## src/rtl/tick_controller_pkg.sv

```systemverilog
// Shared definitions for the tick controller: FSM state encoding and default widths.
package tick_controller_pkg;

    localparam int unsigned DIV_WIDTH_DEFAULT = 4;

    typedef enum logic [1:0] {
        TC_STOPPED = 2'd0,
        TC_STEP    = 2'd1,
        TC_RUNNING = 2'd2
    } tc_state_e;

endpackage

```

## src/rtl/sync_edge_detector.sv

```systemverilog
// Two-flop synchroniser for an asynchronous button level, followed by a rising-edge detector.
module sync_edge_detector (
    input  logic clock,
    input  logic reset,
    input  logic btn,
    output logic rise
);

    logic s1, s2, s3;

    // Cleared flops make a button held through reset release look like a fresh press.
    always_ff @(posedge clock or posedge reset) begin
        if (reset) begin
            s1 <= 1'b0;
            s2 <= 1'b0;
            s3 <= 1'b0;
        end else begin
            s1 <= btn;
            s2 <= s1;
            s3 <= s2;
        end
    end

    assign rise = s2 & ~s3;

endmodule

```

## src/rtl/tick_controller.sv

```systemverilog
// Generates the carry-in enable pulse for the counter chain, either free-running at a
// prescaled rate or one pulse per step-button press.
module tick_controller
    import tick_controller_pkg::*;
#(
    parameter int unsigned DIV_WIDTH = DIV_WIDTH_DEFAULT
) (
    input  logic                 clock,
    input  logic                 reset,
    input  logic                 run_btn,
    input  logic                 step_btn,
    input  logic [DIV_WIDTH-1:0] div,
    output logic                 tick,
    output logic                 running
);

    logic run_rise;
    logic step_rise;

    sync_edge_detector u_run_sync (
        .clock (clock),
        .reset (reset),
        .btn   (run_btn),
        .rise  (run_rise)
    );

    sync_edge_detector u_step_sync (
        .clock (clock),
        .reset (reset),
        .btn   (step_btn),
        .rise  (step_rise)
    );

    tc_state_e            state_q, state_d;
    logic [DIV_WIDTH-1:0] count_q, count_d;
    logic                 tick_d;

    always_comb begin
        state_d = state_q;
        count_d = count_q;
        tick_d  = 1'b0;
        unique case (state_q)
            TC_STOPPED: begin
                // Run has priority; a simultaneous step press is discarded.
                if (run_rise) begin
                    state_d = TC_RUNNING;
                    count_d = '0;
                end else if (step_rise) begin
                    state_d = TC_STEP;
                    tick_d  = 1'b1;
                end
            end
            TC_STEP: begin
                if (run_rise) begin
                    state_d = TC_RUNNING;
                    count_d = '0;
                end else begin
                    state_d = TC_STOPPED;
                end
            end
            TC_RUNNING: begin
                if (run_rise) begin
                    state_d = TC_STOPPED;
                end else if (count_q >= div) begin
                    // >= so a divisor lowered below the current count fires right away.
                    tick_d  = 1'b1;
                    count_d = '0;
                end else begin
                    count_d = count_q + DIV_WIDTH'(1);
                end
            end
            default: begin
                state_d = TC_STOPPED;
            end
        endcase
    end

    always_ff @(posedge clock or posedge reset) begin
        if (reset) begin
            state_q <= TC_STOPPED;
            count_q <= '0;
            tick    <= 1'b0;
            running <= 1'b0;
        end else begin
            state_q <= state_d;
            count_q <= count_d;
            tick    <= tick_d;
            running <= (state_d == TC_RUNNING);
        end
    end

endmodule
```

## config.mk

```make
export PLATFORM = sky130hd
export DESIGN_NAME = tick_controller
export DESIGN_NICKNAME = d
export VERILOG_FILES = /design/src/rtl/tick_controller_pkg.sv /design/src/rtl/sync_edge_detector.sv /design/src/rtl/tick_controller.sv
export SDC_FILE = /design/constraint.sdc
export NUM_CORES = 1
export LEC_CHECK = 0
export ABC_AREA = 1
export CORE_MARGIN = 2
export CORE_UTILIZATION = 45
export DETAILED_ROUTE_END_ITERATION = 16
export PLACE_DENSITY_LB_ADDON = 0.05
export SLEW_MARGIN = 20
export SYNTH_ARGS = -nofsm -noshare
export SYNTH_HDL_FRONTEND = slang
export SYNTH_HIERARCHICAL = 1
export SYNTH_SLANG_ARGS = --single-unit
```

## constraint.sdc

```tcl
create_clock -name clock -period 1.1 [get_ports clock]
set_input_delay 0.33 -clock clock [delete_from_list [all_inputs] [get_ports clock]]
set_output_delay 0.33 -clock clock [all_outputs]
set_load 0.03 [all_outputs]
```

Word-level counts from Yosys, hierarchy flattened
Index checks and enable logic that the tools add are counted.
{ "totals": {"ff_bits": 14, "latchBits": 0, "ram_bits": 0, "romBits": 0, "input_bits": 8, "out_inout_bits": 2, "word_cells": 39, "memories": 0} }
{ "op_classes": {"n_addsub": 1, "multipliers": 0, "n_div": 0, "order_cmp": 1, "n_eq_ne": 5, "shift": 0, "n_mux": 14, "bitwise_logic": 4, "reduce_logical": 4} }
{ "op_table": {"columns": ["op", "count"], "rows": [
  ["4-bit 2-to-1 mux", 3],
  ["2-bit 2-to-1 mux", 4],
  ["4-bit case mux with 2 select lines", 1],
  ["2-bit case mux with 3 select lines", 1],
  ["4-bit by 1-bit adder with 4-bit output (second input constant)", 1],
  ["2-bit == test (second input constant)", 2],
  ["4-bit greater-or-equal comparator", 1],
  ["1-bit 2-to-1 mux", 4],
  ["3-bit AND reduction", 1],
  ["1-bit AND", 2],
  ["2-bit by 1-bit == test with 1-bit output (second input constant)", 1],
  ["2-bit logical NOT", 1],
  ["2-bit by 1-bit != test with 1-bit output (second input constant)", 1],
  ["2-bit != test (second input constant)", 1],
  ["1-bit inverter", 2],
  ["1-bit case mux with 2 select lines", 1],
  ["2-bit nonzero test", 1],
  ["2-bit OR reduction", 1]
]} }

Longest topological paths before layout
{ "logic_depth": {"ltp_word": 6, "depth_mapped": 9} }

Modules after synthesis
The synthesis kept the hierarchy.
{ "by_module_without_submodules": {"columns": ["module", "n_inst", "cells_per_inst", "area_each_um2"], "rows": [
  ["tick_controller", 1, 64, 490.5],
  ["sync_edge_detector", 2, 6, 88.8]
]} }

Worst setup path after synthesis
OpenSTA, ideal clock, no wires.
{ "synth_timing": {"path_kind": "register to register", "startpoint": "register count_q[1]", "endpoint": "register count_q[2]", "setup_ns": 0.077, "arrival_time_ns": 1.086, "required_time_ns": 1.023, "path_slack_ns": -0.063, "path_stages_with_launch": 7, "n_path_buf": 0, "path_cell_list": "dfrtp_1 > ha_1 > nand2_1 > inv_1 > nand2_1 > nand4_1 > a21oi_1"} }
{ "synth_between": {"elab_chain_len": 4, "word_cells_on_any_way": 5} }
{ "synth_rtl": {"columns": ["element", "line_no", "source"], "rows": [
  ["from (decl)", "tick_controller.sv:35", "logic [DIV_WIDTH-1:0] count_q, count_d;"],
  ["from (signal assigned)", "tick_controller.sv:86", "count_q <= count_d;"],
  ["4-bit by 1-bit adder with 4-bit output or 4-bit greater-or-equal comparator (tied branches)", "tick_controller.sv:69, tick_controller.sv:64", null],
  ["4-bit 2-to-1 mux *", "tick_controller.sv:64", "end else if (count_q >= div) begin"],
  ["4-bit 2-to-1 mux *", "tick_controller.sv:62", "if (run_rise) begin"],
  ["4-bit case mux with 2 select lines *", "tick_controller.sv:42", "unique case (state_q)"]
]} }
Every way passes the cells marked *; elsewhere a longest branch is shown, timed or not. The select of a mux whose other input is x is not followed.
A chain may end at the register's enable or synchronous reset.

Worst setup path in the final report
{ "layout_timing": {"startpoint": "register count_q[0]", "endpoint": "register count_q[2]"} }
Same word-level chain as after synthesis.

==> key figures <==
Clock tree
  – CTS buffer count: 3
  – Later-pin clock latency in the skew report: 0.28 ns
  – Worst-path clk slew: 0.08 ns
  – H-tree depth: 1
  – Root Buffer: clkbuf_4
  – CTS tree: done
  – Clk buf depth: 2
  – CTS Hold Buffers Added: 0
  – Clock sink total: 14

Worst setup path
  – Crit-path cells: inv_2 > ha_4 > nand2_2 > inv_2 > nand2_2 > nand4_1 > a21oi_1
  – Critical path class: reg2reg
  – CP delay by family, top: flip-flops
  – Startpoint Class: register
  – CP max stage delay: 0.40 ns
  – Worst path buffer plus inverter count: 2
  – Crit-path slowest cell: dfrtp_1
  – Crit end category: register
  – Critical path arrival: 1.47 ns
  – CP Max Fanout: 3
  – Critical Path RT: 1.31 ns

Die
  – Initial Utilization: 0.4949
  – # IOs: 10
  – DIE AREA: 1809 µm²
  – Row count: 13
  – Die X: 42.53 µm
  – Die Ht: 42.53 µm
  – Core footprint: 1350 µm²

Finish
  – Register area: 350.3 µm²
  – Area growth from synthesis to layout: 41.20%
  – Final Instance Area: 943.4 µm²
  – Layout cells sized above 1: 0.3854
  – Multi-input logic area: 322.8 µm²
  – ANT cells: 0
  – Fill count: 118
  – Nets@finish: 110

Synthesis
  – Synthesized area per cell: 8.791 µm²
  – Post-synth net total: 89
  – Seq cells post-synth: 14
  – Share of the yosys chip area belonging to registers: 0.5243
  – Post-synth EDFFs: 0
  – Gate Count Post-Synth: 76
  – Most frequent cell after synthesis: inv_1
  – Yosys top cell area share: 0.5243
  – Syn Std Cell Area: 668.1 µm²
  – Synth area leaders: dfrtp_1 52%, inv_1 11%, nand2_1 10%
  – Post-synth top flop: dfrtp_1
  – Post-synth cell types: 15
  – Synth warn: 6
  – Area leader, netlist: dfrtp_1
  – Commonest cells post-synth: 19 x inv_1, 18 x nand2_1, 14 x dfrtp_1, 5 x ha_1, 5 x nand3_1
  – Ys async rst share: 1.000

Hold path
  – HP Class: in2async

Global route
  – Vias in the first global route: 493
  – GRT busiest layer: met2
  – Grt met1 use: 0.1789
  – Initial antenna violation count: 0
  – Largest net degree at the start of global routing: 10
  – All-Layer GR Usage: 0.1604
  – First-pass GRT wire length: 2.090 mm
  – GRT Residual Overflow: 0
  – GRT met3 Usage: 0.06897
  – Met2 Usage GRT: 0.2800

Routing
  – Detailed-route wire length per cell: 11.06 µm
  – Vias/cell: 4.793
  – DRT iter0 DRCs: 19
  – Final ANT Viol Nets: 0
  – Post-Route WL: 1.228 mm
  – Pre-Repair DR Iteration Count: 4
  – Via Count: 532
  – Remaining DRCs: 0

Power
  – Pwr dens: 1786 nW/µm²
  – Leakage: 0.0004902 µW
  – Max VDD drop: 0.0009830 V

Placed design
  – Port bufs: 9
  – Post-DP HPWL: 940.4 µm
  – Worst slack, placed: -0.6851 ns
  – Placer's final routability congestion estimate: 0.7028
  – Placed standard-cell area: 817.0 µm²

Timing
  – Final setup viols: 7
  – Slew headroom: 0.7866
  – Setup ws final: -0.1563 ns
  – Hold Fails Final Rpt: 0
  – Min cycle time layout: 1.256 ns
  – Tcrit/Tclk final: 1.142
  – Max frequency: 796.0 MHz
  – RSZ-0062 raised after global routing: yes
  – Worst-Margin Slew: 0.3197 ns
  – Max-slew violations: 0
  – Clk_skew: 0.002417 ns
  – Setup_tns: -0.6389 ns

Run status
  – Failing checks: setup timing
  – Status: finished with violations

Run
  – Max Cap Viol: 0
timing repair:
| item | in CTS | in global routing |
|---|---|---|
| gates resized for setup | 18 | 7 |
| buffers inserted | 1 | 0 |
| endpoints found under the setup margin | 7 | 7 |
| pin swaps | 13 | 12 |
| endpoints found under the hold margin | 0 | 0 |
| gates cloned | 0 | 0 |
sequential cells by signal, summed over array words and instances (netlist names):
| signal | count |
|---|---|
| count_q | 4 |
| state_q | 2 |
| running | 1 |
| tick | 1 |
| u_run_sync/s1 | 1 |
| u_run_sync/s2 | 1 |
| u_run_sync/s3 | 1 |
| u_step_sync/s1 | 1 |
| u_step_sync/s2 | 1 |
| u_step_sync/s3 | 1 |
worst reg2reg max path, cell delays in order, from the launching register on:
cell and delay, ns:
dfrtp_1 0.40, inv_2 0.09, ha_4 0.20, nand2_2 0.06, inv_2 0.03, nand2_2 0.05, nand4_1 0.18, a21oi_1 0.18
logic make-up (layout without fill, tap and decap cells):
kind of cell               after synthesis  count (layout)  synth area share
buffers and inverters                   20              40            0.1124
DFF                                     14              14            0.5244
and+or+nand+nor                         32              32            0.2322
adders and majority gates                5               5           0.09363
AOI/OAI and AO/OA                        5               5           0.03743
report_power, final:
group          switching, µW  total [µW]  internal, µW
sequential              59.1         652           593
clock                    166         367           201
combinational            346         666           319
total                    571        1680          1110
layer usage:
layer  share of wire  up-vias
met5               0        -
met4          0.0081        0
met3           0.061        2
met2            0.50       15
met1            0.43      244
li1                -      271
path summary, 6_finish.rpt:
path / from / endpoint / slack (ns) / depth (start not counted)
worst max-delay path: count_q[0]$_DFFE_PP0P_ / count_q[2]$_DFFE_PP0P_ / -0.16 / 7
worst min-delay path: reset / u_run_sync/s2$_DFF_PP0_ / 0.26 / 2
worst max register to register: count_q[0]$_DFFE_PP0P_ / count_q[2]$_DFFE_PP0P_ / -0.16 / 7
worst min register to register: u_run_sync/s1$_DFF_PP0_ / u_run_sync/s2$_DFF_PP0_ / 0.36 / 0
max in group asynchronous: reset / count_q[1]$_DFFE_PP0P_ / 0.52 / 2
min in group clock: u_run_sync/s1$_DFF_PP0_ / u_run_sync/s2$_DFF_PP0_ / 0.36 / 0
stage by stage:
stage	instances	utilization	power (µW)	hold slack, ns
after detailed placement	106	0.6052	1157	0.3434
final	111	0.6988	1685	0.2556
after floorplan	76	-	942.8	0.08364
after global placement	106	0.6052	1142	0.3336
after global routing	111	0.6988	1796	0.2526
after CTS	111	0.6793	1612	0.2601
cell usage in the layout (no fill, tap or decap):
| cell | Yosys | final |
|---|---|---|
| inv_1 | 19 | 14 |
| dfrtp_1 | 14 | 14 |
| nand2_1 | 18 | 12 |
| nand2_2 | 1 | 7 |
| buf_4 | 0 | 7 |
| inv_2 | 1 | 6 |
| nand3_1 | 5 | 5 |
| ha_4 | 0 | 4 |
| dlygate4sd2_1 | 0 | 4 |
| nor2_2 | 3 | 3 |
| clkbuf_4 | 0 | 3 |
| clkdlybuf4s50_1 | 0 | 3 |
| nand4_1 | 2 | 2 |
| o21ai_1 | 1 | 2 |
| buf_6 | 0 | 2 |
| a21oi_4 | 0 | 1 |
| nand3_2 | 1 | 1 |
| nand2_4 | 1 | 1 |
| a21oi_1 | 3 | 1 |
| nor2_1 | 1 | 1 |
| a21oi_2 | 0 | 1 |
| ha_1 | 5 | 1 |
| clkbuf_8 | 0 | 1 |
final cells by class:
| class | count | share of cell area |
|---|---|---|
| repair buffers | 16 | 0.1485 |
| well taps | 15 | 0.01989 |
| clock buffers | 4 | 0.03846 |
| inverters | 20 | 0.07958 |
| multi-input cells | 42 | 0.3422 |
| flip-flops and latches | 14 | 0.3714 |
(Power assumes the default switching activity.)
